### src/rtl/demux_sched_if.sv
// Stream/demux handshake bundle shared by the round-robin scheduler and its environment.
// master = scheduler side; slave = source, consumers and requesters.
interface demux_sched_if #(
  parameter int W = 1
);
  logic [3:0]   port_req;
  logic [3:0]   out_ready;
  logic         in_valid;
  logic [W-1:0] in_data;
  logic         in_ready;
  logic         out_valid;
  logic [W-1:0] out_data;
  logic [1:0]   sel;
  logic [3:0]   grant;
  logic         busy;

  modport master (
    input  port_req, out_ready, in_valid, in_data,
    output in_ready, out_valid, out_data, sel, grant, busy
  );

  modport slave (
    output port_req, out_ready, in_valid, in_data,
    input  in_ready, out_valid, out_data, sel, grant, busy
  );
endinterface

### src/rtl/demux_sched.sv
// Round-robin 1-to-4 demux scheduler: grant/sel registered 1 cycle after a request, data path combinational,
// burst capped at BURST, one-cycle guard gap; consumer/source stalls freeze the count (DEMUX_SCHED_TIMEOUT_EN adds an idle timeout).
module demux_sched #(
  parameter int W       = 1,
  parameter int BURST   = 4,
  parameter int TIMEOUT = 16
) (
  input  logic           clk,
  input  logic           rst,
  demux_sched_if.master  bus
);
  typedef enum logic [1:0] {IDLE, XFER, GAP} state_t;

  state_t     state;
  logic [1:0] sel_q;
  logic [3:0] grant_q;
  logic [1:0] last;
  logic [7:0] cnt;

  logic       in_xfer;
  logic       fire;
  logic       burst_done;
  logic       req_gone;
  logic       stop;
  logic       found;
  logic [1:0] pick;
  logic [1:0] idx;

  assign in_xfer = (state == XFER);

  assign bus.in_ready  = in_xfer & bus.out_ready[sel_q];
  assign bus.out_valid = in_xfer & bus.in_valid;
  assign bus.out_data  = in_xfer ? bus.in_data : '0;
  assign bus.sel       = sel_q;
  assign bus.grant     = grant_q;
  assign bus.busy      = (state != IDLE);

  assign fire       = bus.in_valid & bus.in_ready;
  assign burst_done = fire & (cnt == 8'(BURST - 1));
  // A transfer in the same cycle the request drops still counts; the drop is seen next cycle.
  assign req_gone   = ~fire & ~bus.port_req[sel_q];

`ifdef DEMUX_SCHED_TIMEOUT_EN
  logic [7:0] idle_cnt;
  logic       timed_out;

  // Exit on the edge where the idle count reaches TIMEOUT.
  assign timed_out = ~fire & (idle_cnt == 8'(TIMEOUT - 1));

  always_ff @(posedge clk or posedge rst) begin
    if (rst) begin
      idle_cnt <= 8'd0;
    end else if (state == IDLE || fire) begin
      idle_cnt <= 8'd0;
    end else if (in_xfer) begin
      idle_cnt <= idle_cnt + 8'd1;
    end
  end

  assign stop = burst_done | req_gone | timed_out;
`else
  assign stop = burst_done | req_gone;
`endif

  // Search starts just after the last winner, so that port has lowest priority.
  always_comb begin
    found = 1'b0;
    pick  = last;
    idx   = last;
    for (int i = 1; i <= 4; i++) begin
      idx = last + 2'(i);
      if (!found && bus.port_req[idx]) begin
        found = 1'b1;
        pick  = idx;
      end
    end
  end

  always_ff @(posedge clk or posedge rst) begin
    if (rst) begin
      state   <= IDLE;
      sel_q   <= 2'd0;
      grant_q <= 4'd0;
      last    <= 2'd3;
      cnt     <= 8'd0;
    end else begin
      case (state)
        IDLE: begin
          if (found) begin
            sel_q   <= pick;
            grant_q <= 4'b0001 << pick;
            last    <= pick;
            cnt     <= 8'd0;
            state   <= XFER;
          end
        end
        XFER: begin
          if (fire) begin
            cnt <= cnt + 8'd1;
          end
          if (stop) begin
            grant_q <= 4'd0;
            state   <= GAP;
          end
        end
        GAP: begin
          state <= IDLE;
        end
        default: begin
          grant_q <= 4'd0;
          state   <= IDLE;
        end
      endcase
    end
  end
endmodule

### src/flat_wrapper.sv
// flat-port wrapper written by rule: the top's interface ports become plain ports
module demux_sched_flat 
#(
  parameter int W       = 1,
  parameter int BURST   = 4,
  parameter int TIMEOUT = 16
)
  (clk, rst, bus_port_req, bus_out_ready, bus_in_valid, bus_in_data, bus_in_ready, bus_out_valid, bus_out_data, bus_sel, bus_grant, bus_busy);
  demux_sched_if #(.W(W)) bus_i ();
  input  logic clk;
  input  logic rst;
  input wire logic [$bits(bus_i.port_req)-1:0] bus_port_req;
  input wire logic [$bits(bus_i.out_ready)-1:0] bus_out_ready;
  input wire logic [$bits(bus_i.in_valid)-1:0] bus_in_valid;
  input wire logic [$bits(bus_i.in_data)-1:0] bus_in_data;
  output wire logic [$bits(bus_i.in_ready)-1:0] bus_in_ready;
  output wire logic [$bits(bus_i.out_valid)-1:0] bus_out_valid;
  output wire logic [$bits(bus_i.out_data)-1:0] bus_out_data;
  output wire logic [$bits(bus_i.sel)-1:0] bus_sel;
  output wire logic [$bits(bus_i.grant)-1:0] bus_grant;
  output wire logic [$bits(bus_i.busy)-1:0] bus_busy;
  assign bus_i.port_req = bus_port_req;
  assign bus_i.out_ready = bus_out_ready;
  assign bus_i.in_valid = bus_in_valid;
  assign bus_i.in_data = bus_in_data;
  assign bus_in_ready = bus_i.in_ready;
  assign bus_out_valid = bus_i.out_valid;
  assign bus_out_data = bus_i.out_data;
  assign bus_sel = bus_i.sel;
  assign bus_grant = bus_i.grant;
  assign bus_busy = bus_i.busy;
  demux_sched #(.W(W), .BURST(BURST), .TIMEOUT(TIMEOUT)) u_core (.clk(clk), .rst(rst), .bus(bus_i));
endmodule
### config.mk
export PLATFORM = sky130hd
export DESIGN_NAME = demux_sched_flat
export DESIGN_NICKNAME = d
export VERILOG_FILES = /design/src/rtl/demux_sched_if.sv /design/src/rtl/demux_sched.sv /design/src/flat_wrapper.sv
export SDC_FILE = /design/constraint.sdc
export NUM_CORES = 1
export LEC_CHECK = 0
export CORE_UTILIZATION = 54
export CTS_BUF_LIST = sky130_fd_sc_hd__clkbuf_4
export CTS_CLUSTER_DIAMETER = 60
export DETAILED_ROUTE_END_ITERATION = 8
export PLACE_DENSITY = 0.88
export SETUP_SLACK_MARGIN = 0.2
export SYNTH_ARGS = -nofsm -noshare
export SYNTH_HDL_FRONTEND = slang
export SYNTH_SLANG_ARGS = --single-unit
### constraint.sdc
create_clock -name clk -period 2.9 [get_ports clk]
set_input_delay 0.58 -clock clk [delete_from_list [all_inputs] [get_ports clk]]
set_output_delay 0.58 -clock clk [all_outputs]
set_load 0.02 [all_outputs]
# Word level (Yosys, flattened, before mapping)
# Cells that the tools add are included.
dict set report totals {
  reg_bits 18
  latch_bits 0
  mem_bits_rw 0
  romBits 0
  in_bits 12
  out_inout_bits 10
  elab_cells 73
  mem_count 0
}
dict set report op_classes {
  addsub 4
  mul 0
  div 0
  magnitude_cmp 5
  n_eq_ne 6
  n_shift 1
  mux 30
  bitwise 9
  n_reduce_logical 13
}
# cell n
set ops {}
lappend ops {{$mux 8} 2}
lappend ops {{$pmux 8 s2} 1}
lappend ops {{$lt 2x3->1 const B} 5}
lappend ops {{$bmux 1 s2} 6}
lappend ops {{$mux 2} 6}
lappend ops {{$pmux 4 s3} 1}
lappend ops {{$mux 1} 11}
lappend ops {{$add 8x1->8 const B} 1}
lappend ops {{$eq 8x2->1 const B} 1}
lappend ops {{$mux 4} 2}
lappend ops {{$reduce_and 3->1} 2}
lappend ops {{$and 1x1->1} 5}
lappend ops {{$add 2x2->2 const B} 2}
lappend ops {{$ne 2x2->1 const B} 2}
lappend ops {{$pmux 2 s2} 1}
lappend ops {{$reduce_and 2->1} 2}
lappend ops {{$reduce_bool 2->1} 2}
lappend ops {{$shl 1x2->4 const A} 1}
lappend ops {{$logic_and 1x1->1} 3}
lappend ops {{$logic_not 1->1} 3}
lappend ops {{$not 1->1} 3}
lappend ops {{$add 2x1->2 const B} 1}
lappend ops {{$eq 2x1->1 const B} 1}
lappend ops {{$eq 2x2->1 const B} 1}
lappend ops {{other kinds (3)} 3}

# Logic depth before layout (Yosys ltp)
# Gate-level depths: netlist of the first run.
dict set report depth {
  word_depth 16
  depth_mapped 5
  depth_no_buf 5
}

# Least setup slack after synthesis of the first run
# Ideal clock, no wire load.
dict set report synth_timing {
  path_kind {register to output}
  start {reg u_core.sel_q[0], in the netlist u_core.bus.sel[0]}
  end {out bus_in_ready}
  arrival_time_ps 1374
  required_ps 2320
  setup_slack_ps 946
  path_stages_with_launch 3
  cell_sequence {dfrtp_1 > mux4_2 > and2_1}
}
dict set report synth_between {
  elab_chain_cells 3
}
# element line_no
set synth_rtl {}
lappend synth_rtl {{start: declaration} demux_sched.sv:15} ;# logic [1:0] sel_q;
lappend synth_rtl {{start signal: assignment} demux_sched.sv:90} ;# sel_q <= pick;
lappend synth_rtl {{$bmux 1 s2} demux_sched.sv:31} ;# assign bus.in_ready = in_xfer & bus.out_ready[sel_q];
lappend synth_rtl {{$mux 1 (implied by the code)} demux_sched.sv:31}
lappend synth_rtl {{$and 1x1->1} demux_sched.sv:31}
lappend synth_rtl {{end: declaration} flat_wrapper.sv:16} ;# output wire logic [$bits(bus_i.in_ready)-1:0] bus_in_ready;
# No other way between the ends. The select of a mux whose other input is x is not followed.

# Final worst setup path of the first run
dict set report layout_timing {
  start {in bus_out_ready[3]}
  end {out bus_in_ready}
}
dict set report layout_between {
  elab_chain_cells 3
}
# element line_no
set layout_rtl {}
lappend layout_rtl {{start: declaration} flat_wrapper.sv:13} ;# input wire logic [$bits(bus_i.out_ready)-1:0] bus_out_ready;
lappend layout_rtl {{$bmux 1 s2} demux_sched.sv:31}
lappend layout_rtl {{$mux 1 (implied by the code)} demux_sched.sv:31}
lappend layout_rtl {{$and 1x1->1} demux_sched.sv:31}
# No other way between the ends. The select of a mux whose other input is x is not followed.

==> results of run 1 <==
metal layers:
layer,wire length [um],track usage (%),vias up
li1,-,-,452
met3,128,3.53,4
met4,23,7.65,0
met2,1120,37.5,36
met1,1110,35.9,453
met5,0,0,-
per-stage QoR:
stage,hold WS (ns),power (W)
finish,0.517,0.00121
global route,0.540,0.00130
CTS,0.518,0.00121
detailed placement,0.489,0.00109
global placement,0.490,0.00106
floorplan,0.479,0.000848
worst max-delay path, cell delays in order:
cell and delay [ns]:
clkdlybuf4s50_1 0.43, mux4_2 0.50, and2_1 0.15, dlygate4sd2_1 0.31
cells by family after synthesis:
kind of cell	share of synthesized area [%]
simple gates	27.5
compound gates	18.9
flops	42.5
mux	7.40
buf+inv	1.64
xor+xnor	0.823
fa+ha+maj	1.17
flip-flops by register name, summed over array words and instances, names as in the netlist:
signal	cells
u_core.bus.grant	4
u_core.bus.sel	2
u_core.cnt	8
u_core.last	2
u_core.state	2
layout make-up:
class                           count  share of cell area (%)
Clock buffer                        3                    1.68
Multi-Input combinational cell     85                    44.4
Sequential cell                    18                    33.8
Clock inverter                      1                   0.280
Tap cell                           25                    2.33
Timing Repair Buffer               24                    17.3
Inverter                            1                   0.280
Yosys cell counts (3+ instances only):
library cell and count:
o21ai_0 8, and3b_1 3, nand2_1 5, mux2i_1 3, nor3_1 3, nand3_1 4, and2_1 4, or3_1 3
or2_2 3, nor2_1 8, dfrtp_1 16, nand2b_1 4, a21oi_1 8
power breakdown:
part / internal (W) / leakage, nW / switching [W]
logic: 0.000319 / 0.337 / 0.000345
clock network: 0.0000501 / 0.0154 / 0.0000765
registers: 0.000333 / 0.233 / 0.0000873
worst max path at each step:
| stage | from | endpoint | slack, ns | cells after the start |
|---|---|---|---|---|
| finish | bus_out_ready[3] | bus_in_ready | 0.36 | 4 |
| global route | bus_out_ready[3] | bus_in_ready | 0.33 | 4 |
| CTS | bus_out_ready[3] | bus_in_ready | 0.36 | 4 |
| detailed placement | bus_out_ready[3] | bus_in_ready | 0.14 | 4 |
| global placement | bus_out_ready[3] | bus_in_ready | 0.17 | 4 |
| floorplan | u_core.bus.sel[0]$_DFFE_PP0P_ | bus_in_ready | 0.95 | 2 |
==> run metrics, run 1 <==
core area 0.00178 mm^2; num ports 22; WS Path Type primary input to output pin; worst-path fanout max 2; diode count 0; Area Overhead vs Synth 25.9%; Inserted Clock Buffers 3; r2r setup slk 0.90 ns; CTS Buffer Depth 2; Reg clk slew, reported paths 0.10 ns; top cells by area, synth dfrtp_1 38%, dfstp_2 4.9%, a21oi_1 3.8%; clk sinks 18; drt wl/cell 15.1 um; total gr overflow 0; post-synthesis cell type with the largest combined area dfrtp_1; hold path cells 1; vias in the first global route 861; Fillers 132; outcome finished clean; global-route wire length before repair 3740 um; largest net degree at the start of global routing 19; register bit total from synthesis 18; post_cts resized 1; Slew @ Worst Pin 0.675 ns; Clock Tree Root clkbuf_4; die width 46.4 um; clk_skew 0.000794 ns; FF-to-FF Start u_core.cnt[0]$_DFFE_PP0P_; Cell Pwr Density 904 mW/mm^2; post-layout instance area 0.00134 mm^2; WP data required 2.32 ns; DP HPWL 1810 um; proportion of layout cells with a drive suffix above 1 11.4%; total number of vias 945; Slew Limit Fails 0; cell area after synthesis 0.00106 mm^2; Synth Instances 107; top_reg_cell synth dfrtp_1; Setup-failing EPs final 0; relative slew slack 54.9%; Pre-antenna DRT Iters 5; Syn. warnings 0; maximum VDD drop 0.000655 V; Synthesized Nets 120; synth unique cells 38; Avg Inst Size Synth 9.95 um^2; FF/Latch Area 453 um^2; Post-synth ARST share 100%; Post-CTS Hold Buffers 0; Post-CTS Setup Bufs 0; startpoint types primary input; TritonCTS clock tree built; total of max-cap violations 0; fin nets 146; DRC 0; crit share post-route 87.5%; Post-synth EDFFs 0; r2r worst-path depth 5; initial antenna violation count 0; WL final 2380 um; global router's overall resource usage 24.6%; starting density of the core 59.7%; Achievable Freq 394 MHz; Hold Path Class flip-flop to flip-flop; Post-Place Cells 153; Avg Vias per Cell 6.02; top-area cell type share of the netlist area 37.6%; Die ar. 0.00215 mm^2; Port Buf Inserts 21; Worst Hold Path EP u_core.bus.grant[1]$_DFFE_PP0P_; Die Ht 46.4 um; area of the multi-input gates 594 um^2; pre-CTS setup slack 0.140 ns; final hold vios 0; Final ANT Viol Nets 0; routability cong. 0.844; Clk Latency, worst-skew pair 0.29 ns; Final Util 75.2%; H-tree lvl count 1; worst flop-to-flop path endpoint u_core.bus.grant[3]$_DFFE_PP0P_; DRT iter0 DRCs 28; sequential element share of the synthesized area 42.5%; Fin Setup TNS 0 ns; final worst path period need 2.54 ns; leading cell type in the layout, fill and taps excluded clkdlybuf4s50_1; unrepaired setup endpoints after global routing false; critical path arrival 1.96 ns; num rows 15; leakage dissipation 0.585 nW; setup ws final 0.362 ns; most frequent cells in the layout 20 x clkdlybuf4s50_1, 16 x dfrtp_1, 8 x nor2_1, 8 x o21ai_0, 8 x a21oi_1; Layout Cells excl Fill 157; Hold Path Origin u_core.bus.grant[1]$_DFFE_PP0P_; Worst Setup End Kind output pin; placed inst area 0.00132 mm^2
Note: power is estimated with default switching activity, not from simulation.
==> run 2: changes to the inputs <==
--- a/config.mk
+++ b/config.mk
@@ -5,11 +5,12 @@
 export SDC_FILE = /design/constraint.sdc
 export NUM_CORES = 1
 export LEC_CHECK = 0
-export CORE_UTILIZATION = 54
+export CAP_MARGIN = 25
+export CORE_UTILIZATION = 47
 export CTS_BUF_LIST = sky130_fd_sc_hd__clkbuf_4
 export CTS_CLUSTER_DIAMETER = 60
 export DETAILED_ROUTE_END_ITERATION = 8
-export PLACE_DENSITY = 0.88
+export PLACE_DENSITY = 0.81
 export SETUP_SLACK_MARGIN = 0.2
 export SYNTH_ARGS = -nofsm -noshare
 export SYNTH_HDL_FRONTEND = slang
==> constraint.sdc (replaced) <==
create_clock -name clk -period 2.17 [get_ports clk]
set_input_delay 0.434 -clock clk [delete_from_list [all_inputs] [get_ports clk]]
set_output_delay 0.434 -clock clk [all_outputs]
set_load 0.02 [all_outputs]
==> run 2 against run 1 <==
Compared with the run above: clock power is 32% higher; die area is 14% higher; sequential power up 32%; critical path depth shrank 1; setup slack worse by 0.10 ns; global-route usage is 1.3 points lower; core utilization down 5.1 points; non-clock buffer count rose by 10; clock skew rose by 0.0050 ns; routed wire length is 7.6% higher; register-to-register slack worse by 0.63 ns; largest cell class unchanged; largest power group unchanged.
==> run metrics, run 2 (synthesis gave the netlist of run 1 again) <==
Setup-failing EPs final 0 (unchanged); Area Overhead vs Synth 34.3%; global-route wire length before repair 4340 um (+16%); Fin Setup TNS 0 ns (unchanged); Die ar. 0.00246 mm^2 (+14%); worst-path fanout max 2 (unchanged); drt wl/cell 15.1 um (about the same); Layout Cells excl Fill 169 (+7.6%); Clk Latency, worst-skew pair 0.29 ns (about the same); TritonCTS clock tree built; num ports 22 (unchanged); Worst Setup End Kind output pin; Final Power 0.00170 W (+40%); Achievable Freq 523 MHz; num rows 16 (+1); fin nets 156 (+6.8%); unrepaired setup endpoints after global routing false; proportion of layout cells with a drive suffix above 1 19.0% (+7.7 points); core area 0.00204 mm^2 (+15%); Final Util 70.0% (-5.1 points); Hold Path Class flip-flop to flip-flop; outcome finished clean; placed inst area 0.00139 mm^2 (+5.3%); starting density of the core 52.1% (-7.6 points); die width 49.6 um (+6.9%); Slew Limit Fails 0 (unchanged); total gr overflow 0 (unchanged); DP HPWL 1930 um (+6.8%); DRT iter0 DRCs 60 (+110%); leading cell type in the layout, fill and taps excluded dfrtp_1; final hold vios 0 (unchanged); startpoint types flip-flop; Pre-antenna DRT Iters 4 (-1); Largest register FFs 8 (unchanged); vias in the first global route 1007 (+17%); most frequent cells in the layout 16 x dfrtp_1, 14 x buf_4, 13 x clkdlybuf4s50_1; Largest Register u_core.cnt; Final ANT Viol Nets 0 (unchanged); clk_skew 0.00582 ns (+0.00503 ns); Reg clk slew, reported paths 0.09 ns (about the same); DRC 0 (unchanged); post-layout instance area 0.00143 mm^2 (+6.7%); WP data required 1.74 ns (-0.58 ns); critical path arrival 1.48 ns (-0.48 ns); leakage dissipation 0.681 nW (+16%); routability cong. 0.822 (-2.7%); relative slew slack 55.8% (+0.88 points); global router's overall resource usage 23.3% (-1.3 points); CTS Buffer Depth 2 (unchanged); maximum VDD drop 0.000820 V (+25%); WS Path Type flip-flop to output pin; Post-Place Cells 164 (+7.2%); final worst path period need 1.91 ns; clk sinks 18 (unchanged); diode count 0 (unchanged); initial antenna violation count 0 (unchanged); Slew @ Worst Pin 0.662 ns (-0.0132 ns); largest net degree at the start of global routing 19 (unchanged); Die Ht 49.6 um (+6.9%); Port Buf Inserts 21 (unchanged); Inserted Clock Buffers 3 (unchanged); crit share post-route 88.0%; total number of vias 1018 (+7.7%); Cell Pwr Density 1190 mW/mm^2 (+32%); Clock Tree Root clkbuf_4; Avg Vias per Cell 6.02 (about the same); total of max-cap violations 0 (unchanged); WL final 2560 um (+7.6%); H-tree lvl count 1 (unchanged)
==> run 2: cell count changes in the layout (fill, tap and decap cells not counted) <==
cell | previous run | this run
buf_4 | 3 | 14
nor2b_4 | 0 | 1
clkdlybuf4s50_1 | 20 | 13
nor2b_1 | 2 | 1
dlygate4sd2_1 | 1 | 3
dlymetal6s2s_1 | 0 | 4
==> run 2: critical path, stage by stage, from the launching register on <==
cell and delay (ns):
dfrtp_1 0.37, mux4_2 0.51, and2_1 0.15, buf_4 0.15
==> run 2: repair_timing <==
action,4_1_cts,5_1_grt
resized for setup,9,5
setup buffers,0,1
hold buffers,0,0
endpoints found under the setup margin,4,1
endpoints found under the hold margin,0,0
==> run 2: through the flow <==
step / setup slack, ns / hold WS, ns
4_1_cts: 0.0850 / 0.513
6_report: 0.260 / 0.506
3_3_place_gp: -0.269 / 0.488
2_1_floorplan: 0.362 / 0.371
3_5_place_dp: -0.284 / 0.485
5_1_grt: 0.195 / 0.554
==> run 2: final timing paths <==
path / from / to / slack, ns / cells past startpoint
setup reg to reg: u_core.cnt[0]$_DFFE_PP0P_ / u_core.bus.grant[2]$_DFFE_PP0P_ / 0.27 / 5
hold / removal: u_core.bus.grant[0]$_DFFE_PP0P_ / u_core.bus.grant[0]$_DFFE_PP0P_ / 0.51 / 1
min in group asynchronous: rst / u_core.bus.grant[1]$_DFFE_PP0P_ / 0.53 / 2
hold reg to reg: u_core.bus.grant[0]$_DFFE_PP0P_ / u_core.bus.grant[0]$_DFFE_PP0P_ / 0.51 / 1
setup / recovery: u_core.bus.sel[0]$_DFFE_PP0P_ / bus_in_ready / 0.26 / 3
max in group asynchronous: rst / u_core.cnt[5]$_DFFE_PP0P_ / 1.22 / 2
==> run 2: power by group <==
group | internal (W) | total (W) | switching [W]
logic | 0.000488 | 0.000978 | 0.000491
registers | 0.000446 | 0.000554 | 0.000108
clock network | 0.0000669 | 0.000168 | 0.000101
==> run 2: area by class of cell <==
cell class              count  area, um^2
clock inverters             1        3.75
well taps                  27        33.8
multi-input cells          85         602
repair buffers             34         312
flip-flops and latches     18         453
clock buffers               3        22.5
fillers                   159         612
inverters                   1        3.75
==> run 2: metal layers <==
metal | vias to the layer above | global-route usage, % | part of all wire, %
met3 | 0 | 5.25 | 6.8
met4 | 0 | 7.14 | 0
met1 | 498 | 30.0 | 41
li1 | 474 | - | -
met5 | - | 0 | 0
met2 | 46 | 38.7 | 52
==> run 3: changes to the inputs <==
--- a/config.mk
+++ b/config.mk
@@ -12,6 +12,7 @@
 export DETAILED_ROUTE_END_ITERATION = 8
 export PLACE_DENSITY = 0.81
 export SETUP_SLACK_MARGIN = 0.2
+export SLEW_MARGIN = 15
 export SYNTH_ARGS = -nofsm -noshare
 export SYNTH_HDL_FRONTEND = slang
 export SYNTH_SLANG_ARGS = --single-unit
==> constraint.sdc (replaced) <==
create_clock -name clk -period 2.17 [get_ports clk]
set_input_delay 0.3255 -clock clk [delete_from_list [all_inputs] [get_ports clk]]
set_output_delay 0.3255 -clock clk [all_outputs]
set_load 0.02 [all_outputs]
==> run 3 against run 2 <==
Compared with the run above: sequential power about the same; via count down 2.9%; core utilization shrank 2.6 points; register-to-register slack improved by 0.11 ns; critical path depth increased by 1; critical endpoint unchanged; highest routed layer is now met4; final area fell by 3.7%; largest cell class unchanged; die area unchanged; clock power is 2% higher.
==> run metrics, run 3 (synthesis gave the netlist of run 1 again) <==
outcome finished clean; Hold Path Class primary input to asynchronous set/reset pin; unrepaired setup endpoints after global routing false; Slew Limit Fails 0 (unchanged); final hold vios 0 (unchanged); drt wl/cell 15.4 um (+1.9%); clk sinks 18 (unchanged); proportion of layout cells with a drive suffix above 1 16.2% (-2.8 points); global-route wire length before repair 4250 um (-2.1%); r2r worst-path depth 5 (unchanged); Worst Setup End Kind output pin; maximum VDD drop 0.000726 V (-11%); WL final 2510 um (-1.8%); crit share post-route 85.2% (-2.8 points); most frequent cells in the layout 17 x clkdlybuf4s50_1, 16 x dfrtp_1, 8 x nor2_1, 8 x a21oi_1; DP HPWL 1860 um (-3.8%); core area 0.00204 mm^2 (unchanged); Worst path max stage delay 0.49 ns (-0.02 ns); routability cong. 0.834 (+1.5%); total number of vias 988 (-2.9%); DRC 0 (unchanged); vias in the first global route 988 (-1.9%); Slew @ Worst Pin 0.700 ns (+0.0374 ns); Final ANT Viol Nets 0 (unchanged); Final Power 0.00167 W (-1.9%); H-tree lvl count 1 (unchanged); Clk Latency, worst-skew pair 0.29 ns (about the same); Largest register FFs 8 (unchanged); WP data required 1.84 ns (+0.10 ns); critical path arrival 1.52 ns (+0.04 ns); largest net degree at the start of global routing 19 (unchanged); num rows 16 (unchanged); CTS Buffer Depth 2 (unchanged); CP max-delay cell mux4_2; pre-CTS setup slack -0.0609 ns (+0.223 ns); total gr overflow 0 (unchanged); clk_skew 0.00387 ns (-0.00195 ns); relative slew slack 53.3% (-2.5 points); die width 49.6 um (unchanged); leakage dissipation 0.618 nW (-9.2%); DRT iter0 DRCs 28 (-53%); startpoint types primary input; final worst path period need 1.85 ns (-0.0613 ns); WS Path Type primary input to output pin; global router's overall resource usage 22.7% (-0.61 points); Largest Register u_core.cnt; Inserted Clock Buffers 3 (unchanged); num ports 22 (unchanged); fin nets 150 (-3.8%); Port Buf Inserts 21 (unchanged); Reg clk slew, reported paths 0.11 ns (+0.02 ns); Area Overhead vs Synth 29.4%; initial antenna violation count 0 (unchanged); diode count 0 (unchanged); worst-path fanout max 2 (unchanged); Die ar. 0.00246 mm^2 (unchanged); starting density of the core 52.1% (unchanged); placed inst area 0.00135 mm^2 (-2.7%); total of max-cap violations 0 (unchanged); TritonCTS clock tree built; setup ws final 0.321 ns (+0.0613 ns); Pre-antenna DRT Iters 4 (unchanged); Setup-failing EPs final 0 (unchanged); post-layout instance area 0.00138 mm^2 (-3.7%); CP Cell Sequence clkdlybuf4s50_1, mux4_2, and2_1, clkbuf_2; Layout Cells excl Fill 163 (-3.6%); Avg Vias per Cell 6.06 (+0.63%); Post-CTS Hold Buffers 0 (unchanged); Clock Tree Root clkbuf_4; Die Ht 49.6 um (unchanged); Achievable Freq 541 MHz (+3.3%); Cell Pwr Density 1210 mW/mm^2 (+1.9%); leading cell type in the layout, fill and taps excluded clkdlybuf4s50_1; Post-Place Cells 159 (-3.0%)
[run 3: critical path, delay by kind of cell]
family        cells  cell delay (ns)
buf+inv           2             0.57
mux               1             0.49
simple gates      1             0.15
[run 3: what timing repair did]
action	CTS	global route
setup endpoints to repair	3	6
buffers inserted	0	0
resized for setup	4	5
[run 3: metrics by stage]
| stage | TNS (ns) | util [%] | hold slack [ns] |
|---|---|---|---|
| floorplan | 0 | - | 0.263 |
| global placement | -0.0506 | 66.0 | 0.488 |
| detailed placement | -0.0609 | 66.0 | 0.486 |
| CTS | 0 | 67.2 | 0.441 |
| global route | 0 | 67.5 | 0.500 |
| finish | 0 | 67.5 | 0.429 |
[run 3: final cells by class]
class / instances / area, um^2
Clock inverter: 1 / 3.75
Inverter: 1 / 3.75
Fill cell: 190 / 664
Tap cell: 27 / 33.8
Clock buffer: 3 / 22.5
Multi-Input combinational cell: 85 / 603
Timing Repair Buffer: 28 / 258
Sequential cell: 18 / 453
[run 3: layer usage]
| layer | part of all wire, % | global-route usage, % | wire length (um) |
|---|---|---|---|
| met1 | 44 | 28.0 | 1110 |
| met2 | 50 | 41.2 | 1260 |
| met3 | 3.9 | 2.16 | 97 |
| met4 | 2.0 | 7.14 | 51 |
| met5 | 0 | 0 | 0 |
[run 3: power by group]
group | leakage (nW) | switching [W] | internal (W) | total (W)
Clock | 0.0154 | 0.000105 | 0.0000668 | 0.000172
Sequential | 0.233 | 0.000109 | 0.000445 | 0.000554
Combinational | 0.369 | 0.000492 | 0.000449 | 0.000941
Total | 0.618 | 0.000706 | 0.000962 | 0.00167
[run 3: worst paths after layout]
path	to	slack [ns]	from
max in group asynchronous	u_core.cnt[4]$_DFFE_PP0P_	1.30	rst
max reg2reg	u_core.bus.grant[2]$_DFFE_PP0P_	0.38	u_core.cnt[0]$_DFFE_PP0P_
min	u_core.bus.grant[0]$_DFFE_PP0P_	0.43	rst
max	bus_in_ready	0.32	bus_out_ready[3]
min reg2reg	u_core.bus.grant[0]$_DFFE_PP0P_	0.51	u_core.bus.grant[0]$_DFFE_PP0P_
min in group clk	u_core.bus.grant[0]$_DFFE_PP0P_	0.51	u_core.bus.grant[0]$_DFFE_PP0P_
